File: config.mk
export PLATFORM = sky130hd
export DESIGN_NAME = ahb_bus_arbiter
export DESIGN_NICKNAME = d
export VERILOG_FILES = /design/src/rtl/ahb_bus_arbiter.sv
export SDC_FILE = /design/constraint.sdc
export NUM_CORES = 1
export LEC_CHECK = 0
export CAP_MARGIN = 10
export CORE_ASPECT_RATIO = 1.2
export CORE_MARGIN = 3
export CORE_UTILIZATION = 26
export CTS_CLUSTER_SIZE = 28
export DETAILED_ROUTE_END_ITERATION = 7
export PLACE_DENSITY = 0.48
export SLEW_MARGIN = 20
export SYNTH_ARGS = -nofsm -noshare
export SYNTH_HDL_FRONTEND = slang
export SYNTH_SLANG_ARGS = --single-unit
export TNS_END_PERCENT = 5
File: constraint.sdc
create_clock -name HCLK -period 2.3 [get_ports HCLK]
set_clock_uncertainty 0.15 [all_clocks]
set_input_delay 0.23 -clock HCLK [delete_from_list [all_inputs] [get_ports HCLK]]
set_output_delay 0.23 -clock HCLK [all_outputs]
set_load 0.05 [all_outputs]
File: src/rtl/ahb_bus_arbiter.sv
// rtl/ahb_bus_arbiter.sv - AHB-Lite multi-master arbiter with burst/lock hold.
// Round-robin by default; define AHB_ARB_FIXED_PRIO_EN for fixed lowest-index priority.
module ahb_bus_arbiter #(
  parameter int NUM_MASTERS = 4,
  parameter int MID_W       = 2,
  parameter int PARK_MASTER = 0
) (
  input  logic                   HCLK,
  input  logic                   HRESET,
  input  logic [NUM_MASTERS-1:0] HBUSREQ,
  input  logic [NUM_MASTERS-1:0] HLOCK,
  input  logic [1:0]             HTRANS,
  input  logic [2:0]             HBURST,
  input  logic                   HREADY,
  output logic [NUM_MASTERS-1:0] HGRANT,
  output logic [MID_W-1:0]       HMASTER,
  output logic [MID_W-1:0]       HMASTER_D,
  output logic                   HMASTLOCK
);

  localparam logic [1:0] TR_IDLE   = 2'b00;
  localparam logic [1:0] TR_NONSEQ = 2'b10;
  localparam logic [1:0] TR_SEQ    = 2'b11;
  localparam int PAD_W = 2 ** MID_W;
  localparam logic [MID_W-1:0]       PARK_ID  = MID_W'(PARK_MASTER);
  localparam logic [NUM_MASTERS-1:0] PARK_GNT = NUM_MASTERS'(1) << PARK_MASTER;

  typedef enum logic [1:0] {
    ST_ARB,
    ST_BURST,
    ST_LOCKED
  } state_t;

  state_t                 state_q, state_d;
  logic [3:0]             cnt_q, cnt_d;
  logic [NUM_MASTERS-1:0] grant_q, grant_d;
  logic [MID_W-1:0]       mst_q, mst_d;
  logic [MID_W-1:0]       mst_dp_q, mst_dp_d;
  logic                   mlock_q, mlock_d;

  logic [PAD_W-1:0]       lock_pad;
  logic [MID_W-1:0]       gnt_idx;
  logic [MID_W-1:0]       win_idx;
  logic [3:0]             load_val;
  logic                   rearb;

  // Widened so indexing by any MID_W-bit ID stays in range.
  assign lock_pad = PAD_W'(HLOCK);

  always_comb begin
    gnt_idx = '0;
    for (int i = 0; i < NUM_MASTERS; i++) begin
      if (grant_q[i]) gnt_idx = MID_W'(i);
    end
  end

`ifdef AHB_ARB_FIXED_PRIO_EN
  always_comb begin
    win_idx = PARK_ID;
    for (int i = NUM_MASTERS - 1; i >= 0; i--) begin
      if (HBUSREQ[i]) win_idx = MID_W'(i);
    end
  end
`else
  logic [MID_W-1:0] rr_ptr_q, rr_ptr_d;
  logic [MID_W-1:0] cand;
  logic             found;

  // Search begins just after the last winner and wraps, so the owner comes last.
  always_comb begin
    win_idx = PARK_ID;
    found   = 1'b0;
    cand    = '0;
    for (int k = 1; k <= NUM_MASTERS; k++) begin
      cand = MID_W'((int'(rr_ptr_q) + k) % NUM_MASTERS);
      if (!found && HBUSREQ[cand]) begin
        found   = 1'b1;
        win_idx = cand;
      end
    end
  end

  always_comb begin
    rr_ptr_d = rr_ptr_q;
    if (rearb) rr_ptr_d = win_idx;
  end

  always_ff @(posedge HCLK) begin
    if (HRESET) rr_ptr_q <= PARK_ID;
    else        rr_ptr_q <= rr_ptr_d;
  end
`endif

  always_comb begin
    case (HBURST)
      3'b010, 3'b011: load_val = 4'd3;
      3'b100, 3'b101: load_val = 4'd7;
      3'b110, 3'b111: load_val = 4'd15;
      default:        load_val = 4'd0;
    endcase
  end

  always_comb begin
    cnt_d    = cnt_q;
    state_d  = state_q;
    grant_d  = grant_q;
    mst_d    = mst_q;
    mst_dp_d = mst_dp_q;
    mlock_d  = mlock_q;
    if (HREADY) begin
      if (HTRANS == TR_NONSEQ) begin
        cnt_d = load_val;
      end else if (HTRANS == TR_SEQ && cnt_q != 4'd0) begin
        cnt_d = cnt_q - 4'd1;
      end

      if (HTRANS == TR_NONSEQ) begin
        if (lock_pad[mst_q])        state_d = ST_LOCKED;
        else if (load_val != 4'd0)  state_d = ST_BURST;
        else                        state_d = ST_ARB;
      end else if (state_q == ST_BURST && HTRANS == TR_SEQ && cnt_d == 4'd0) begin
        state_d = ST_ARB;
      end else if (state_q == ST_LOCKED && HTRANS == TR_IDLE && !lock_pad[mst_q]) begin
        state_d = ST_ARB;
      end

      mst_d    = gnt_idx;
      mst_dp_d = mst_q;
      mlock_d  = lock_pad[gnt_idx];
    end
    // Judged on the next state so the edge that starts a burst or lock never regrants.
    rearb = HREADY && (state_d == ST_ARB);
    if (rearb) grant_d = NUM_MASTERS'(1) << win_idx;
  end

  always_ff @(posedge HCLK) begin
    if (HRESET) begin
      state_q  <= ST_ARB;
      cnt_q    <= 4'd0;
      grant_q  <= PARK_GNT;
      mst_q    <= PARK_ID;
      mst_dp_q <= PARK_ID;
      mlock_q  <= 1'b0;
    end else begin
      state_q  <= state_d;
      cnt_q    <= cnt_d;
      grant_q  <= grant_d;
      mst_q    <= mst_d;
      mst_dp_q <= mst_dp_d;
      mlock_q  <= mlock_d;
    end
  end

  assign HGRANT    = grant_q;
  assign HMASTER   = mst_q;
  assign HMASTER_D = mst_dp_q;
  assign HMASTLOCK = mlock_q;

endmodule
### Yosys cells after proc, flatten, opt, wreduce, memory -nomap -nowiden

Cells that the tools add are included.
Widths: inputs -> output; s select.

| operators by class | value |
|---|---|
| add/subtract/negate cells | 5 |
| multipliers | 0 |
| divide/modulo/power cells | 0 |
| magnitude comparators | 6 |
| equal/unequal tests | 10 |
| shifts and indexed selects | 1 |
| muxes and demuxes | 32 |
| bitwise operators | 0 |
| reductions and logical operators | 21 |

Operator list:

| kind | count |
|---|---|
| $mux 2 | 11 |
| $lt 2x3->1 const B | 6 |
| $bmux 1 s2 | 6 |
| $eq 3x3->1 const B | 4 |
| $mux 4 | 3 |
| $pmux 4 s3 | 1 |
| $mux 1 | 11 |
| $logic_and 1x1->1 | 9 |
| $reduce_bool 4->1 | 2 |
| $eq 2x2->1 const B | 3 |
| $eq 3x2->1 const B | 2 |
| $reduce_or 2->1 | 3 |
| $add 2x1->2 const B | 2 |
| $add 2x2->2 const B | 2 |
| $logic_not 1->1 | 4 |
| $logic_not 2->1 | 2 |
| $logic_not 4->1 | 1 |
| $shl 1x2->4 const A | 1 |
| $sub 4x1->4 const B | 1 |
| $eq 2x1->1 const B | 1 |

| word-level totals | value |
|---|---|
| register bits after elaboration | 17 |
| bits in latches | 0 |
| RAM bits | 0 |
| memory bits (read-only) | 0 |
| bits of input ports | 16 |
| output and inout bits | 9 |
| word-level logic and storage cells | 82 |
| memories | 0 |

### Longest topological paths before layout

Gate-level depths: netlist of the first run.

| logic depth | value |
|---|---|
| word-level depth | 14 |
| mapped depth | 8 |
| depth with buffers taken out | 7 |

### Worst setup path before layout of the first run

OpenSTA, ideal clock, no wires.

| timing | value |
|---|---|
| path type | register to register |
| start point | reg mst_q[1] (netlist: HMASTER[1]) |
| end point | reg grant_q[2] (netlist: HGRANT[2]) |
| setup time | 0.121 ns |
| arrival | 2.029 ns |
| path slack | 0.000 ns |
| cell stages (with the launch flop) | 7 |
| period minus slack after synthesis | 2.300 ns |
| path through | dfxtp_1 mux2_2 o22ai_2 a31oi_1 a211o_1 buf_6 mux2_4 |

| on the way | value |
|---|---|
| cells in the longest elaborated chain, start to end | 10 |

Ends and longest elaborated chain:

| what | line | RTL |
|---|---|---|
| from (decl) | 37 | `logic [MID_W-1:0] mst_q, mst_d;` |
| from (signal assigned) | 148 | `mst_q <= mst_d;` |
| $bmux 1 s2 (*) | 118, 123 |  |
| $mux 1 (implied by the code) (*) | 118, 123 |  |
| $logic_not 1->1 | 123 | `end else if (state_q == ST_LOCKED && HTRANS == TR_IDLE && !lock_pad[mst_q]) begin` |
| $logic_and 1x1->1 | 123 |  |
| $mux 2 | 123 |  |
| $mux 2 | 121 | `end else if (state_q == ST_BURST && HTRANS == TR_SEQ && cnt_d == 4'd0) begin` |
| $mux 2 (*) | 117 | `if (HTRANS == TR_NONSEQ) begin` |
| $mux 2 (*) | 110 | `if (HREADY) begin` |
| $logic_not 2->1 (*) | 132 | `rearb = HREADY && (state_d == ST_ARB);` |
| $logic_and 1x1->1 (*) | 132 |  |
| to (signal assigned) | 147 | `grant_q <= grant_d;` |
| to (decl) | 36 | `logic [NUM_MASTERS-1:0] grant_q, grant_d;` |

Every way passes the cells marked *; elsewhere a longest branch is shown, timed or not. The select of a mux whose other input is x is not followed.
A chain may end at the register's enable or synchronous reset.

### Worst setup path in the final report of the first run

| timing | value |
|---|---|
| start point | reg cnt_q[0] |
| end point | reg rr_ptr_q[0] |

| on the way | value |
|---|---|
| cells in the longest elaborated chain, start to end | 12 |

Ends and longest elaborated chain:

| what | line | RTL |
|---|---|---|
| from (decl) | 35 | `logic [3:0] cnt_q, cnt_d;` |
| from (signal assigned) | 146 | `cnt_q <= cnt_d;` |
| branches (longest 2 deep; another with $sub 4x1->4) | n/a |  |
| $mux 4 (*) | 113 | `end else if (HTRANS == TR_SEQ && cnt_q != 4'd0) begin` |
| $mux 4 (*) | 111 | `if (HTRANS == TR_NONSEQ) begin` |
| $mux 4 (*) | 110 |  |
| $logic_not 4->1 (*) | 121 |  |
| $logic_and 1x1->1 (*) | 121 |  |
| $mux 2 (*) | 121 |  |
| $mux 2 (*) | 117 |  |
| $mux 2 (*) | 110 |  |
| $logic_not 2->1 (*) | 132 |  |
| $logic_and 1x1->1 (*) | 132 |  |
| to (signal assigned) | 90 | `else rr_ptr_q <= rr_ptr_d;` |
| to (decl) | 65 | `logic [MID_W-1:0] rr_ptr_q, rr_ptr_d;` |

Mark *: on every way between the ends. The select of a mux whose other input is x is not followed.

==> results of run 1 <==
-- worst max-delay path: stages, from the launching register on --
cell and delay [ns]:
dfxtp_2 0.35, inv_2 0.06, ha_2 0.17, nor3b_4 0.23, mux2i_2 0.28, a31oi_1 0.10, a211o_2 0.40, mux2_4 0.32
-- how the worst max path moves through the flow --
| stage | endpoint | depth (start not counted) | start | slack (ns) |
|---|---|---|---|---|
| global placement | HGRANT[2]$_SDFFE_PP0P_ | 6 | HTRANS[0] | -0.02 |
| CTS | rr_ptr_q[0]$_SDFFE_PP0P_ | 7 | cnt_q[0]$_SDFFE_PP0P_ | 0.04 |
| detailed placement | rr_ptr_q[0]$_SDFFE_PP0P_ | 6 | HTRANS[0] | -0.03 |
| global route | rr_ptr_q[1]$_SDFFE_PP0P_ | 7 | cnt_q[0]$_SDFFE_PP0P_ | 0.004 |
| finish | rr_ptr_q[0]$_SDFFE_PP0P_ | 7 | cnt_q[0]$_SDFFE_PP0P_ | 0.12 |
| floorplan | HGRANT[2]$_SDFFE_PP0P_ | 6 | HMASTER[1]$_SDFFE_PP0P_ | 0.0001 |
-- cell usage after synthesis (4+ instances only) --
cell       n  area (µm²)
nor2b_1    4       25.02
a21oi_1    6       30.03
dfxtp_1   17       340.3
mux2_4     4       60.06
clkbuf_1   5       18.77
inv_1      8       30.03
o21ai_0    6       30.03
nand2_1    6       22.52
mux2i_1    9       90.09
a211oi_1   9       67.56
nand2b_1   4       25.02
nor2_1    15       56.30
-- cell families (layout without fill, tap and decap cells) --
group	after synthesis	after routing	synth area share, %
simple gates	41	41	20.60
mux	15	15	15.97
flops	17	17	31.48
fa+ha+maj	1	1	1.157
buf+inv	15	50	6.018
compound gates	38	38	24.77
-- final cells by class --
class / instances / area (µm²)
fill: 438 / 2451
multi-input combinational: 95 / 689.4
sequential: 17 / 342.8
timing repair buffer: 38 / 342.8
tap: 54 / 67.56
clock buffer: 3 / 41.29
inverter: 8 / 30.03
clock inverter: 1 / 7.507
-- metrics by stage --
stage / setup WS (ns) / hold slack (ns) / std cells / area, µm²
final: 0.1190 / 0.3422 / 216 / 1521
after global routing: 0.004156 / 0.3578 / 216 / 1521
after CTS: 0.04491 / 0.3447 / 216 / 1505
after detailed placement: -0.03029 / 0.3345 / 212 / 1456
after global placement: -0.02460 / 0.3243 / 212 / 1456
after floorplan: 0.0001230 / 0.2626 / 127 / 1081
-- metal layers --
layer / up-vias / track usage (%)
li1: 537 / -
met1: 502 / 14.18
met4: 0 / 5.708
met3: 2 / 1.622
met2: 19 / 20.47
met5: - / 0
-- sequential cells by signal, summed over array words and instances (netlist names) --
name	cells
HGRANT	4
cnt_q	4
HMASTER	2
HMASTER_D	2
rr_ptr_q	2
state_q	2
HMASTLOCK	1
-- what timing repair did --
action                                  4_1_cts  5_1_grt
endpoints found under the setup margin        0        6
buffers inserted                              0        0
gates resized for setup                       0        7
-- power breakdown --
| group | switching, mW | leakage [nW] | internal, mW |
|---|---|---|---|
| logic | 0.153 | 0.421 | 0.150 |
| registers | 0.0232 | 0.140 | 0.318 |
| clock network | 0.114 | 0.0217 | 0.122 |
==> out/qor.csv, run 1 <==
metric,value,unit
"Net count, final",180,
DR WL/cell,12.80,µm
number of synthesized flops with an enable pin,0,
final hold violations,0,
Power Total,0.8805,mW
Die Span X,64.87,µm
synthesized area,1081,µm²
"commonest non-fill, non-tap cells in the layout","23 x clkdlybuf4s50_1, 15 x dfxtp_1, 15 x nor2_1, 15 x buf_4, 9 x a211oi_1",
Setup-failing EPs final,0,
DR WL met3,92,µm
CTS root buf,clkbuf_8,
ANT cells,0,
max-cap viol count,0,
R2R setup slack,0.12,ns
CORE AREA,3973,µm²
Hold Buf Count CTS,0,
cell row count,25,
area delta synth->final,40.74,%
highest layer used for signal routing,met4,
router iterations before antenna repair,5,
worst-path fanout max,6,
Max IR drop VDD,250.1,µV
drt via density,4.907,
cell depth of the worst flop-to-flop path,7,
status,finished clean,
ys async rst share,0,%
Worst Setup End Kind,flip-flop,
Clock Pin Slew Worst Setup and Hold Paths,0.08,ns
hold path startpoint,HMASTLOCK$_SDFFE_PP0P_,
first-pass GRT wire length,4788,µm
Buffers on Ports,23,
Slew HR,62.20,%
Critical Path RT,2.29,ns
DR DRC count,0,
Die Area,4971,µm²
RSZ-0062 raised after global routing,no,
GP Congestion,0.7894,
Final Cycle Share,94.83,%
metal2 WL,1379,µm
post-layout min period,2.181,ns
WL final,2764,µm
Cells after Synth,127,
htree depth,1,
DP HPWL,2186,µm
Die H,76.64,µm
count of cell types in the netlist,36,
CP arrival,2.17,ns
Synth Flop Type,dfxtp_1,
Hold Path End,HMASTLOCK$_SDFFE_PP0P_,
Fmax,458.5,MHz
Initial Util,27.21,%
count of pins over their slew limit,0,
Syn Nets,144,
CTS Buf Count,3,
num ports,25,
Clock Latency Late Sink,0.26,ns
syn_area_per_cell,8.512,µm²
CTS max path bufs,2,
Hold Path Class,reg -> reg,
hold-critical path depth,2,
routed length on met1,1257,µm
largest net degree at the start of global routing,14,
worst slew pin tran,0.5636,ns
LEAKAGE,0.5831,nW
Pwr Density,578.7,nW/µm²
Setup TNS,0,ns
antenna violations before repair,0,
reg-to-reg startpoint,cnt_q[0]$_SDFFE_PP0P_,
GRT Total Usage,11.89,%
Finished Core Util,38.30,%
CTS tree,built,
remaining global-route overflow,0,
crit path kind,reg -> reg,
sequential area share after synthesis,31.48,%
"commonest non-fill, non-tap cell in the layout",clkdlybuf4s50_1,
type of origin of the critical path,flip-flop,
post-synthesis register bit count,17,
total clock sinks,17,
ratio of cells with drive above 1 in the final layout,21.60,%
Reg-to-Reg End,rr_ptr_q[0]$_SDFFE_PP0P_,
vias in the first global route,1048,
Iter 0 DRT Violations,36,
Final ANT Viol Nets,0,
DR vias,1060,
yosys warns,0,
(Power assumes the default switching activity.)
==> inputs of run 2 (changes only) <==
Settings changed: CORE_UTILIZATION 26 to 30, GPL_ROUTABILITY_DRIVEN from default to 0, PLACE_DENSITY 0.48 to 0.53.
==> run 2 against run 1 <==
Cell count decreased by 8.8%. Non-clock buffer count shrank 2. Sequential share of layout area increased by 0.68 points. Total power fell by 3.8%. Design area fell by 3.6%. Die area decreased by 12%. Global-route usage grew 1.1 points. Fmax is 1.7% lower. Largest power group unchanged.
==> out/qor.csv, run 2 (same netlist as run 1, synthesis figures left out) <==
metric,value,unit,change
max-cap viol count,0,,unchanged
router iterations before antenna repair,4,,was 5
Pwr Density,577.4,nW/µm²,was 578.7 nW/µm²
pre-CTS WS,-0.002480,ns,was -0.03029 ns
Hold Buf Count CTS,0,,unchanged
Fmax,450.5,MHz,was 458.5 MHz
drt via density,5.371,,was 4.907
post-layout min period,2.220,ns,was 2.181 ns
Iter 0 DRT Violations,122,,was 36
DP Cell Count,192,,was 212
Max IR drop VDD,291.1,µV,was 250.1 µV
vias in the first global route,1067,,was 1048
fillers,355,,was 438
htree depth,1,,unchanged
Final Cycle Share,96.51,%,was 94.83%
DR WL/cell,13.42,µm,was 12.80 µm
CTS max path bufs,2,,unchanged
GRT Total Usage,13.04,%,was 11.89%
"Net count, final",178,,was 180
post-route cell area,1466,µm²,was 1521 µm²
num ports,25,,unchanged
Setup-failing EPs final,0,,unchanged
CP arrival,2.20,ns,was 2.17 ns
Slowest Stage Delay on Critical Path,0.36,ns,was 0.40 ns
worst slew pin tran,0.5772,ns,was 0.5636 ns
DP HPWL,2097,µm,was 2186 µm
Hold Path End,HMASTER_D[1]$_SDFFE_PP0P_,,was HMASTLOCK$_SDFFE_PP0P_
ANT cells,0,,unchanged
CTS tree,built,,unchanged
Clock Pin Slew Worst Setup and Hold Paths,0.07,ns,was 0.08 ns
Hold Path Class,reg -> reg,,unchanged
hold-critical path depth,2,,unchanged
reg-to-reg startpoint,cnt_q[1]$_SDFFE_PP0P_,,was cnt_q[0]$_SDFFE_PP0P_
count of pins over their slew limit,0,,unchanged
ratio of cells with drive above 1 in the final layout,16.88,%,was 21.60%
first-pass GRT wire length,4581,µm,was 4788 µm
"Cell Area, Placed",1413,µm²,was 1456 µm²
Slew HR,61.29,%,was 62.20%
"commonest non-fill, non-tap cells in the layout","23 x clkdlybuf4s50_1, 17 x dfxtp_1, 15 x nor2_1",,"was 23 x clkdlybuf4s50_1, 15 x dfxtp_1, 15 x nor2_1, 15 x buf_4, 9 x a211oi_1"
remaining global-route overflow,0,,unchanged
LEAKAGE,0.5760,nW,was 0.5831 nW
cell row count,23,,was 25
Die Span X,60.80,µm,was 64.87 µm
largest net degree at the start of global routing,14,,unchanged
type of origin of the critical path,flip-flop,,unchanged
fin cells,197,,was 216
WL final,2644,µm,was 2764 µm
area delta synth->final,35.65,%,was 40.74%
CORE AREA,3396,µm²,was 3973 µm²
DR DRC count,0,,unchanged
status,finished clean,,unchanged
Power Total,0.8468,mW,was 0.8805 mW
DR vias,1058,,was 1060
CTS root buf,clkbuf_8,,unchanged
RSZ-0062 raised after global routing,no,,unchanged
Die H,71.76,µm,was 76.64 µm
hold path startpoint,HMASTER_D[1]$_SDFFE_PP0P_,,was HMASTLOCK$_SDFFE_PP0P_
worst-path fanout max,5,,was 6
crit path kind,reg -> reg,,unchanged
Die Area,4363,µm²,was 4971 µm²
Clock Latency Late Sink,0.24,ns,was 0.26 ns
cell depth of the worst flop-to-flop path,7,,unchanged
sequence of cells on the critical path,"inv_1, ha_1, nor3b_2, mux2i_1, a31oi_1, a211o_1, mux2_4",,"was inv_2, ha_2, nor3b_4, mux2i_2, a31oi_1, a211o_2, mux2_4"
total clock sinks,17,,unchanged
Worst path slowest cell,a211o_1,,was a211o_2
CTS Buf Count,3,,unchanged
Worst Setup End Kind,flip-flop,,unchanged
Initial Util,31.83,%,was 27.21%
Critical Path RT,2.28,ns,was 2.29 ns
antenna violations before repair,0,,unchanged
Final WS setup,0.08023,ns,was 0.1190 ns
Buffers on Ports,23,,unchanged
R2R setup slack,0.08,ns,was 0.12 ns
"commonest non-fill, non-tap cell in the layout",clkdlybuf4s50_1,,unchanged
final hold violations,0,,unchanged
Reg-to-Reg End,HGRANT[2]$_SDFFE_PP0P_,,was rr_ptr_q[0]$_SDFFE_PP0P_
Final ANT Viol Nets,0,,unchanged
run 2: report_power, final:
group	switching, mW	total, mW	leakage (nW)	internal (mW)
logic	0.150	0.290	0.411	0.140
registers	0.0224	0.341	0.140	0.318
clock network	0.0963	0.216	0.0255	0.120
run 2: routing by layer:
layer  part of all wire [%]  global-route usage (%)
met3                    3.1                   1.982
met4                    2.3                   4.578
met1                     46                   17.34
met5                      0                       0
met2                     49                   21.05
run 2: metrics by stage:
stage	TNS [ns]	utilization [%]	hold slack [ns]
4_1_cts	0	42.96	0.3556
5_1_grt	0	43.18	0.3919
3_3_place_gp	0	41.60	0.3255
3_5_place_dp	-0.003899	41.60	0.3378
2_1_floorplan	0	-	0.2626
6_report	0	43.18	0.3500
run 2: worst max-delay path by stage:
stage / startpoint / end / slack [ns] / cells past startpoint
after CTS: cnt_q[0]$_SDFFE_PP0P_ / HGRANT[2]$_SDFFE_PP0P_ / 0.05 / 7
after global placement: HTRANS[0] / rr_ptr_q[0]$_SDFFE_PP0P_ / 0.01 / 6
final: cnt_q[1]$_SDFFE_PP0P_ / HGRANT[2]$_SDFFE_PP0P_ / 0.08 / 7
after global routing: cnt_q[0]$_SDFFE_PP0P_ / HGRANT[2]$_SDFFE_PP0P_ / 0.02 / 7
after detailed placement: HTRANS[0] / HGRANT[2]$_SDFFE_PP0P_ / -0.002 / 6
after floorplan: HMASTER[1]$_SDFFE_PP0P_ / HGRANT[2]$_SDFFE_PP0P_ / 0.0001 / 6
run 2: critical path: cells and delay by family (launching register included):
kind / cells / cell delay, ns
adder cells (fa/ha/maj): 1 / 0.15
AND/OR/NAND/NOR: 1 / 0.30
flip-flops: 1 / 0.34
AO/OA/AOI/OAI: 2 / 0.47
buffers and inverters: 1 / 0.07
multiplexers: 2 / 0.64
run 2: what timing repair did:
item / 4_1_cts / 5_1_grt
setup buffers: 0 / 1
gates resized for setup: 0 / 0
hold endpoints to repair: 0 / 0
endpoints found under the setup margin: 0 / 4
run 2: layout make-up:
cell class | count | area, µm² | share of cell area [%]
Clock buffer | 3 | 41.29 | 2.816
Tap cell | 37 | 46.29 | 3.157
Timing Repair Buffer | 36 | 327.8 | 22.35
Clock inverter | 1 | 5.005 | 0.3413
Inverter | 8 | 30.03 | 2.048
Multi-Input combinational cell | 95 | 675.6 | 46.07
Sequential cell | 17 | 340.3 | 23.21
